### config.mk
export PLATFORM = sky130hd
export DESIGN_NAME = tl_arb2
export DESIGN_NICKNAME = d
export VERILOG_FILES = /design/src/rtl/tl_arb2.sv
export SDC_FILE = /design/constraint.sdc
export NUM_CORES = 1
export LEC_CHECK = 0
export BUFFER_PORTS_ARGS = -buffer_cell sky130_fd_sc_hd__buf_4
export CORE_AREA = 2 2 407 409
export CTS_CLUSTER_DIAMETER = 200
export CTS_CLUSTER_SIZE = 14
export DETAILED_ROUTE_END_ITERATION = 12
export DIE_AREA = 0 0 409 411
export SLEW_MARGIN = 20
export SYNTH_ARGS = -nofsm -noshare
export SYNTH_HDL_FRONTEND = slang
export SYNTH_SLANG_ARGS = --single-unit
### constraint.sdc
create_clock -name clk -period 3.5 [get_ports clk]
set_clock_uncertainty 0.1 [all_clocks]
set_input_delay 0.175 -clock clk [delete_from_list [all_inputs] [get_ports clk]]
set_output_delay 0.175 -clock clk [all_outputs]
set_load 0.02 [all_outputs]
### src/rtl/tl_arb2.sv
// tl_arb2: two-master to one-slave TileLink-UL arbiter.
// Merges the il1 (m0) and dl1 (m1) A/D channels onto a single memory
// slave. One transaction is in flight at a time, grants alternate
// round-robin between the two masters, and multi-beat bursts are never
// interleaved. Payload paths are combinational; only the arbitration
// state (phase, grant, tie-break priority, beat counters) is registered.
module tl_arb2 #(
  parameter int MAX_SIZE = 10
) (
  input  logic         clk,
  input  logic         rst,

  // il1 A channel
  input  logic         m0_a_valid,
  output logic         m0_a_ready,
  input  logic [2:0]   m0_a_opcode,
  input  logic [2:0]   m0_a_param,
  input  logic [7:0]   m0_a_size,
  input  logic [2:0]   m0_a_source,
  input  logic [31:0]  m0_a_address,
  input  logic [15:0]  m0_a_mask,
  input  logic [127:0] m0_a_data,
  input  logic         m0_a_corrupt,

  // il1 D channel
  output logic         m0_d_valid,
  input  logic         m0_d_ready,
  output logic [2:0]   m0_d_opcode,
  output logic [1:0]   m0_d_param,
  output logic [7:0]   m0_d_size,
  output logic [2:0]   m0_d_source,
  output logic [2:0]   m0_d_sink,
  output logic         m0_d_denied,
  output logic [127:0] m0_d_data,
  output logic         m0_d_corrupt,

  // dl1 A channel
  input  logic         m1_a_valid,
  output logic         m1_a_ready,
  input  logic [2:0]   m1_a_opcode,
  input  logic [2:0]   m1_a_param,
  input  logic [7:0]   m1_a_size,
  input  logic [2:0]   m1_a_source,
  input  logic [31:0]  m1_a_address,
  input  logic [15:0]  m1_a_mask,
  input  logic [127:0] m1_a_data,
  input  logic         m1_a_corrupt,

  // dl1 D channel
  output logic         m1_d_valid,
  input  logic         m1_d_ready,
  output logic [2:0]   m1_d_opcode,
  output logic [1:0]   m1_d_param,
  output logic [7:0]   m1_d_size,
  output logic [2:0]   m1_d_source,
  output logic [2:0]   m1_d_sink,
  output logic         m1_d_denied,
  output logic [127:0] m1_d_data,
  output logic         m1_d_corrupt,

  // slave A channel toward tl_mem
  output logic         s_a_valid,
  input  logic         s_a_ready,
  output logic [2:0]   s_a_opcode,
  output logic [2:0]   s_a_param,
  output logic [7:0]   s_a_size,
  output logic [2:0]   s_a_source,
  output logic [31:0]  s_a_address,
  output logic [15:0]  s_a_mask,
  output logic [127:0] s_a_data,
  output logic         s_a_corrupt,

  // slave D channel from tl_mem
  input  logic         s_d_valid,
  output logic         s_d_ready,
  input  logic [2:0]   s_d_opcode,
  input  logic [1:0]   s_d_param,
  input  logic [7:0]   s_d_size,
  input  logic [2:0]   s_d_source,
  input  logic [2:0]   s_d_sink,
  input  logic         s_d_denied,
  input  logic [127:0] s_d_data,
  input  logic         s_d_corrupt
);

  // Beat counters must hold up to 1 << (MAX_SIZE-4) beats.
  localparam int CW = MAX_SIZE - 3;
  localparam logic [CW-1:0] CNT_ZERO = '0;
  localparam logic [CW-1:0] CNT_ONE  = {{(CW-1){1'b0}}, 1'b1};

  localparam logic [2:0] OP_PUT_FULL    = 3'd0;
  localparam logic [2:0] OP_PUT_PARTIAL = 3'd1;
  localparam logic [2:0] OP_GET         = 3'd4;

  localparam logic [1:0] IDLE = 2'd0;
  localparam logic [1:0] REQ  = 2'd1;
  localparam logic [1:0] RSP  = 2'd2;

  logic [1:0]    state;
  logic          grant;
  logic          prio;
  logic [CW-1:0] a_cnt;
  logic [CW-1:0] d_cnt;
  logic [CW-1:0] a_beats;
  logic [CW-1:0] d_beats;

  logic          in_req;
  logic          in_rsp;
  logic          g_a_valid;
  logic          g_d_ready;
  logic          any_a_valid;
  logic          next_grant;
  logic [2:0]    next_opcode;
  logic [7:0]    next_size;
  logic [CW-1:0] next_n;
  logic          a_fire;
  logic          d_fire;
  logic          a_last;
  logic          d_last;

  // Number of 16-byte beats a transfer of 2^size bytes occupies.
  function automatic logic [CW-1:0] beat_count(input logic [7:0] size);
    if (size <= 8'd4) begin
      return CNT_ONE;
    end else begin
      return CNT_ONE << (size - 8'd4);
    end
  endfunction

  assign in_req      = (state == REQ);
  assign in_rsp      = (state == RSP);
  assign g_a_valid   = grant ? m1_a_valid : m0_a_valid;
  assign g_d_ready   = grant ? m1_d_ready : m0_d_ready;
  assign any_a_valid = m0_a_valid | m1_a_valid;

  // Ties go to the prio master; otherwise whichever master is asking.
  assign next_grant  = (m0_a_valid & m1_a_valid) ? prio : m1_a_valid;
  assign next_opcode = next_grant ? m1_a_opcode : m0_a_opcode;
  assign next_size   = next_grant ? m1_a_size   : m0_a_size;
  assign next_n      = beat_count(next_size);

  assign a_fire = in_req & g_a_valid & s_a_ready;
  assign d_fire = in_rsp & s_d_valid & g_d_ready;
  assign a_last = (a_cnt == (a_beats - CNT_ONE));
  assign d_last = (d_cnt == (d_beats - CNT_ONE));

  // Arbitration FSM: grant in IDLE, count A beats in REQ, count D beats in RSP.
  always_ff @(posedge clk) begin
    if (rst) begin
      state   <= IDLE;
      grant   <= 1'b0;
      prio    <= 1'b0;
      a_cnt   <= CNT_ZERO;
      d_cnt   <= CNT_ZERO;
      a_beats <= CNT_ZERO;
      d_beats <= CNT_ZERO;
    end else begin
      case (state)
        IDLE: begin
          if (any_a_valid) begin
            grant   <= next_grant;
            a_beats <= ((next_opcode == OP_PUT_FULL) || (next_opcode == OP_PUT_PARTIAL))
                       ? next_n : CNT_ONE;
            d_beats <= (next_opcode == OP_GET) ? next_n : CNT_ONE;
            a_cnt   <= CNT_ZERO;
            d_cnt   <= CNT_ZERO;
            state   <= REQ;
          end
        end
        REQ: begin
          if (a_fire) begin
            if (a_last) begin
              a_cnt <= CNT_ZERO;
              state <= RSP;
            end else begin
              a_cnt <= a_cnt + CNT_ONE;
            end
          end
        end
        RSP: begin
          if (d_fire) begin
            if (d_last) begin
              d_cnt <= CNT_ZERO;
              prio  <= ~grant;
              state <= IDLE;
            end else begin
              d_cnt <= d_cnt + CNT_ONE;
            end
          end
        end
        default: begin
          state <= IDLE;
        end
      endcase
    end
  end

  // A handshake: only the granted master sees the slave's ready, only in REQ.
  assign s_a_valid  = in_req & g_a_valid;
  assign m0_a_ready = in_req & ~grant & s_a_ready;
  assign m1_a_ready = in_req &  grant & s_a_ready;

  // A payload is muxed from the granted master at all times.
  assign s_a_opcode  = grant ? m1_a_opcode  : m0_a_opcode;
  assign s_a_param   = grant ? m1_a_param   : m0_a_param;
  assign s_a_size    = grant ? m1_a_size    : m0_a_size;
  assign s_a_source  = grant ? m1_a_source  : m0_a_source;
  assign s_a_address = grant ? m1_a_address : m0_a_address;
  assign s_a_mask    = grant ? m1_a_mask    : m0_a_mask;
  assign s_a_data    = grant ? m1_a_data    : m0_a_data;
  assign s_a_corrupt = grant ? m1_a_corrupt : m0_a_corrupt;

  // D handshake: stray slave beats outside RSP are never accepted.
  assign s_d_ready  = in_rsp & g_d_ready;
  assign m0_d_valid = in_rsp & ~grant & s_d_valid;
  assign m1_d_valid = in_rsp &  grant & s_d_valid;

  // D payload is broadcast to both masters; only d_valid is steered.
  assign m0_d_opcode  = s_d_opcode;
  assign m0_d_param   = s_d_param;
  assign m0_d_size    = s_d_size;
  assign m0_d_source  = s_d_source;
  assign m0_d_sink    = s_d_sink;
  assign m0_d_denied  = s_d_denied;
  assign m0_d_data    = s_d_data;
  assign m0_d_corrupt = s_d_corrupt;

  assign m1_d_opcode  = s_d_opcode;
  assign m1_d_param   = s_d_param;
  assign m1_d_size    = s_d_size;
  assign m1_d_source  = s_d_source;
  assign m1_d_sink    = s_d_sink;
  assign m1_d_denied  = s_d_denied;
  assign m1_d_data    = s_d_data;
  assign m1_d_corrupt = s_d_corrupt;

endmodule

### Yosys cells after proc, flatten, opt, wreduce, memory -nomap -nowiden

Index checks and enable logic that the tools add are counted.

| word-level totals | value |
|---|---|
| register bits | 32 |
| output and inout bits | 498 |
| word-level logic and storage cells | 80 |

| operators by class | value |
|---|---|
| add/sub/neg operators | 5 |
| $lt $le $gt $ge | 1 |
| equal/unequal tests | 11 |
| shift operators | 1 |
| mux-type cells | 29 |
| bitwise operators | 16 |
| reduce and logical (&&, ||, !) cells | 10 |

Operators with widths:

| operator | number |
|---|---|
| $mux 128 | 1 |
| $mux 7 | 8 |
| $mux 32 | 1 |
| $pmux 7 s2 | 2 |
| $mux 16 | 1 |
| $mux 8 | 2 |
| $add 7x1->7 const B | 2 |
| $and 1x1->1 | 14 |
| $eq 7x7->1 | 2 |
| $sub 7x1->7 const B | 2 |
| $mux 3 | 4 |
| $mux 2 | 5 |
| $reduce_and 3->1 | 3 |
| $le 8x3->1 const B | 1 |
| $ne 2x1->1 const B | 4 |
| $shl 1x8->7 const A | 1 |
| $sub 8x3->8 const B | 1 |
| $pmux 2 s3 | 1 |
| $reduce_and 5->1 | 1 |
| $mux 1 | 4 |
| $reduce_bool 2->1 | 2 |
| $eq 3x1->1 const B | 1 |
| $eq 3x3->1 const B | 1 |
| $logic_not 3->1 | 1 |
| 8 further kinds | 8 |

### Depth between registers and ports, before layout

| logic depth | value |
|---|---|
| depth after elaboration | 7 |
| gate-level depth with buffers | 10 |
| gate-level depth less buffers | 10 |

### Worst setup path before layout

Ideal clock, no wire load.

| timing path | value |
|---|---|
| path kind | register to register |
| start | register prio |
| end | register a_beats[5] |
| setup time | 0.061 ns |
| arrival | 2.484 ns |
| required time | 3.339 ns |
| slack | 0.855 ns |
| cell stages (with the launch flop) | 10 |
| buffers on the path | 0 |
| path through | dfxtp_1 inv_1 a21boi_2 mux2i_1 ha_1 nand2_1 a21o_1 a2111oi_1 o22a_1 a32o_1 |

| between the ends | value |
|---|---|
| longest elaborated chain between the ends | 6 |
| elaborated cells between the ends (all ways) | 11 |

Ends and longest elaborated chain:

| item | line | text |
|---|---|---|
| start, declared | 101 | `logic prio;` |
| start signal, assigned | 184 | `prio <= ~grant;` |
| $mux 1 (*) | 137 | `assign next_grant = (m0_a_valid & m1_a_valid) ? prio : m1_a_valid;` |
| $mux 8 | 139 | `assign next_size = next_grant ? m1_a_size : m0_a_size;` |
| $sub 8x3->8 | 126 | `return CNT_ONE << (size - 8'd4);` |
| $shl 1x8->7 | 126 |  |
| $mux 7 | 123 | `if (size <= 8'd4) begin` |
| $mux 7 (*) | 163 | `? next_n : CNT_ONE;` |
| end signal, assigned | 162 | `a_beats <= ((next_opcode == OP_PUT_FULL) \|\| (next_opcode == OP_PUT_PARTIAL))` |
| end, declared | 104 | `logic [CW-1:0] a_beats;` |

Every way passes the cells marked *; elsewhere a longest branch is shown, timed or not.
A chain may end at the register's enable or synchronous reset.

### Final worst setup path

| timing path | value |
|---|---|
| start | register prio |
| end | register d_beats[5] |

| between the ends | value |
|---|---|
| longest elaborated chain between the ends | 6 |
| elaborated cells between the ends (all ways) | 9 |

Ends and longest elaborated chain:

| item | line | text |
|---|---|---|
| $mux 1 (*) | 137 |  |
| $mux 8 | 139 |  |
| $sub 8x3->8 | 126 |  |
| $shl 1x8->7 | 126 |  |
| $mux 7 | 123 |  |
| $mux 7 (*) | 164 | `d_beats <= (next_opcode == OP_GET) ? next_n : CNT_ONE;` |
| end signal, assigned | 164 |  |
| end, declared | 105 | `logic [CW-1:0] d_beats;` |

Marks and branches as above.

==> results.md <==
- Yosys printed 0 warnings.
- In this run the power spent charging and discharging nets is 970 uW.
- The number of vias after detailed routing is 7004.
- The estimated wirelength of the detail-placed design is 70.5 mm.
- The deepest level of the CTS H-tree is 2.
- Using the TritonRoute via totals, the vias-per-cell ratio works out to 2.16.
- The cell area after synthesis is 0.00655 sq mm.
- For the pin with the worst max-slew slack, the measured transition is 1.01 ns.
- Row generation in the floorplan step produced 149 rows.
- The post-placement setup slack is 0.369 ns.
- The biggest area contributor in the post-synthesis netlist is buf_4.
- IR analysis of the VDD net gives a maximum drop of 0.157 mV.
- The initial antenna violation count is 59.
- The fmax is 0.314 GHz.
- The clock latency at the later pin of the worst-skew pair is 0.28 ns.
- The multi-input combinational cells in the finished layout cover a total of 0.00353 sq mm.
- Along the worst path, the maximum fanout reaches 8.
- The post-route antenna net violation count is 0.
- Summing all non-filler instances in the final layout gives an area of 0.0117 sq mm.
- The fraction of power spent switching nets is 41.0%.
- The time the final worst path needs with I/O delays and setup is 3.18 ns.
- Counting along the longest clock path gives a buffer depth of 2.
- Across the run, the number of max-cap violations was 0.
- Of the total power, combinational logic draws 64.1%.
- The layout filler cell count is 19200.
- The first global-routing pass estimated 88.1 mm of wire.
- In this run the tightest slew margin relative to its limit is 32.8%.
- The final worst-path cycle share is 90.9%.
- The final-stage net count is 1589.
- In this run, synthesis produced a sequential element count of 32.
- The number of setup buffers added after CTS is 0.
- The leakage component of the power is 0.00446 uW.
- The number of global-route vias before repair is 6819.
- After layout, the worst setup slack is 0.318 ns.
- Summing all placed instances gives a cell area of 0.0115 sq mm.
- For flop-to-flop paths, the worst setup slack is 0.32 ns.
- The aggregate negative setup slack is 0 ns.
- Setup repair after global routing left no endpoint under its margin.
- The worst hold path class is primary input to flop.
- The post-route netlist has 77.8% of its cells at a drive strength greater than 1.
- The share of flip-flops with an asynchronous set or reset after synthesis is 0%.
- Entering global routing, the biggest net connects 89 pins.
- Clock-pin slew was measured on the worst setup and hold paths at 0.05 ns.
- The total congestion overflow after global routing is 0.
- On the worst path, the slowest cell contributes a delay of 0.63 ns.
- In this run the clock root is driven by a clkbuf_16.
- The starting density of the core is 4.00%.
- Ranked by total cell area, the synthesized netlist is headed by buf_4 (34%), mux2_2 (34%), dfxtp_1 (9.8%).
- The data arrival time of the critical path is 3.30 ns.
- Setup violations remaining at the end of the flow were counted as 0.
- The post-cts gate resize count is 0.
- The worst setup path is launched from a flop.
- The floorplan step defined a core boundary enclosing 0.164 sq mm.
- The clock net sink count is 32.
- The number of DRC violations after detailed-routing iteration 0 is 292.
- The routability-driven placement congestion ratio is 0.959.
- The worst path buffer plus inverter count is 1.
- The number of search-and-repair iterations in the first detailed-routing pass is 6.
- On the final layout, the worst hold slack is 0.170 ns.
- Global routing used 8.42% of the available tracks across all layers.
- The design draws 2370 uW.
- The average wire per standard cell is 23.4 microns.
- The routed design has 76.0 mm of wire.
- The number of buffers inserted during clock tree synthesis is 5.
- The required arrival time at the worst endpoint is 3.61 ns.
- The count of buffers from port buffering is 595.
- The die covers 0.168 sq mm.
- The synthesized design contains 0 enable-type register cells.
- The total internal power is 1400 uW.
- The share of total power in sequential cells is 16.3%.
- The library cell used most frequently in the layout, excluding fill and tap cells, is buf_4.
- The slowest library cell on the worst path is a2111oi_1.
- The clock share of power is 19.6%.
- Synthesis produced a netlist whose cell count is 758.
- The quantity of hold-fixing buffers added after cts is 0.
- The sequential cells in the finished layout cover a total of 644 sq um.
- The max-slew violation count was 0.
- Among all flip-flop cells after synthesis, the most frequent one is dfxtp_1.
- The flow ran to the end, and the final reports show no timing, DRC or antenna violations.
- The share of the yosys chip area belonging to registers is 9.77%.
- The floorplan step set the die width to 409 microns.
- The synthesized design devotes to its leading area cell type 34.1% of total area.
- Compared with the post-synthesis result, the final layout area differs by 78.2%.
- The total power density per cell area is 203 mW/mm^2.
- Leaving out fill and tap cells, the most frequent cells in the layout are buf_4 (599), mux2_2 (195), dfxtp_1 (31).
- The classification of the worst setup path is flop to flop.
- The vertical die dimension is 411 microns.
- Among cell families on the critical path, the largest total delay comes from compound AO/OA/AOI/OAI gates.
- When the netlist entered floorplanning its net count stood at 1309.
- The number of hold-slack violations in the final timing report is 0.
- The number of distinct library cell variants in the gate-level netlist after synthesis is 44.
- The DRC violation count after routing is 0.
- The mean instance size in the synthesized netlist is 8.65 sq um.
- TritonCTS built the clock tree.
- The boundary pin count is 1043.
- The type of element capturing the critical path is a flop.
- Walking the worst path, the cells encountered are inv_1 -> a21boi_2 -> mux2i_1 -> ha_1 -> nand2_1 -> a21o_1 -> a2111oi_1 -> o22a_1 -> a32o_1.
[per-layer routing]
metal	part of all wire, %	vias up	GRT usage (%)
met5	1.2	-	2.37
met4	4.0	50	2.97
met3	18	163	7.24
met2	42	761	12.5
met1	35	3114	8.36
li1	-	2916	-
[area by class of cell]
type	count	area share (%)
Antenna cell	20	0.429
Clock buffer	7	1.32
Clock inverter	1	0.0429
Inverter	10	0.321
Multi-Input combinational cell	389	30.2
Sequential cell	32	5.52
Tap cell	2189	23.5
Timing Repair Buffer	600	38.7
[power groups by stage]
stage	clock (uW)	sequential, uW	combinational (uW)
2_1_floorplan	0	388	1090
3_3_place_gp	0	393	1540
3_5_place_dp	0	394	1550
4_1_cts	473	386	1560
5_1_grt	482	387	1610
6_report	464	385	1520
[worst paths after layout]
| path | from | to | depth (start not counted) |
|---|---|---|---|
| min reg2reg | a_beats[6]$_SDFFE_PP0P_ | a_beats[6]$_SDFFE_PP0P_ | 1 |
| max | prio$_SDFFE_PP0P_ | d_beats[5]$_SDFFE_PP0P_ | 9 |
| min | rst | grant$_SDFFE_PP0P_ | 2 |
| max reg2reg | prio$_SDFFE_PP0P_ | d_beats[5]$_SDFFE_PP0P_ | 9 |
[Yosys cell counts, types with 8 or more instances]
| cell | n |
|---|---|
| xor2_1 | 20 |
| xnor2_1 | 10 |
| mux2_2 | 195 |
| nor2_1 | 25 |
| nor2b_1 | 8 |
| buf_4 | 298 |
| clkbuf_1 | 29 |
| a32o_1 | 8 |
| nand4_1 | 8 |
| nor3_1 | 18 |
| dfxtp_1 | 32 |
| nand2_1 | 11 |
| inv_1 | 8 |
[sequential cells by signal (all words and copies together) (netlist names)]
register,cells
a_cnt,7
state,2
d_beats,7
a_beats,7
d_cnt,7
grant,1
prio,1
[metrics by stage]
| stage | cells | utilization (%) |
|---|---|---|
| after floorplan | 758 | - |
| after global placement | 3220 | 7.00 |
| after detailed placement | 3220 | 7.00 |
| after CTS | 3228 | 7.09 |
| after global routing | 3240 | 7.11 |
| final | 3248 | 7.13 |
[kinds of logic after synthesis]
| group | synth area share, % |
|---|---|
| AOI/OAI and AO/OA | 6.11 |
| xor gates and xnor gates | 4.01 |
| adders and majority gates | 1.15 |
| buffers and inverters | 36.4 |
| DFF | 9.77 |
| muxes | 34.6 |
| and+or+nand+nor | 8.02 |
No activity file was read; power rests on OpenSTA's default activity.
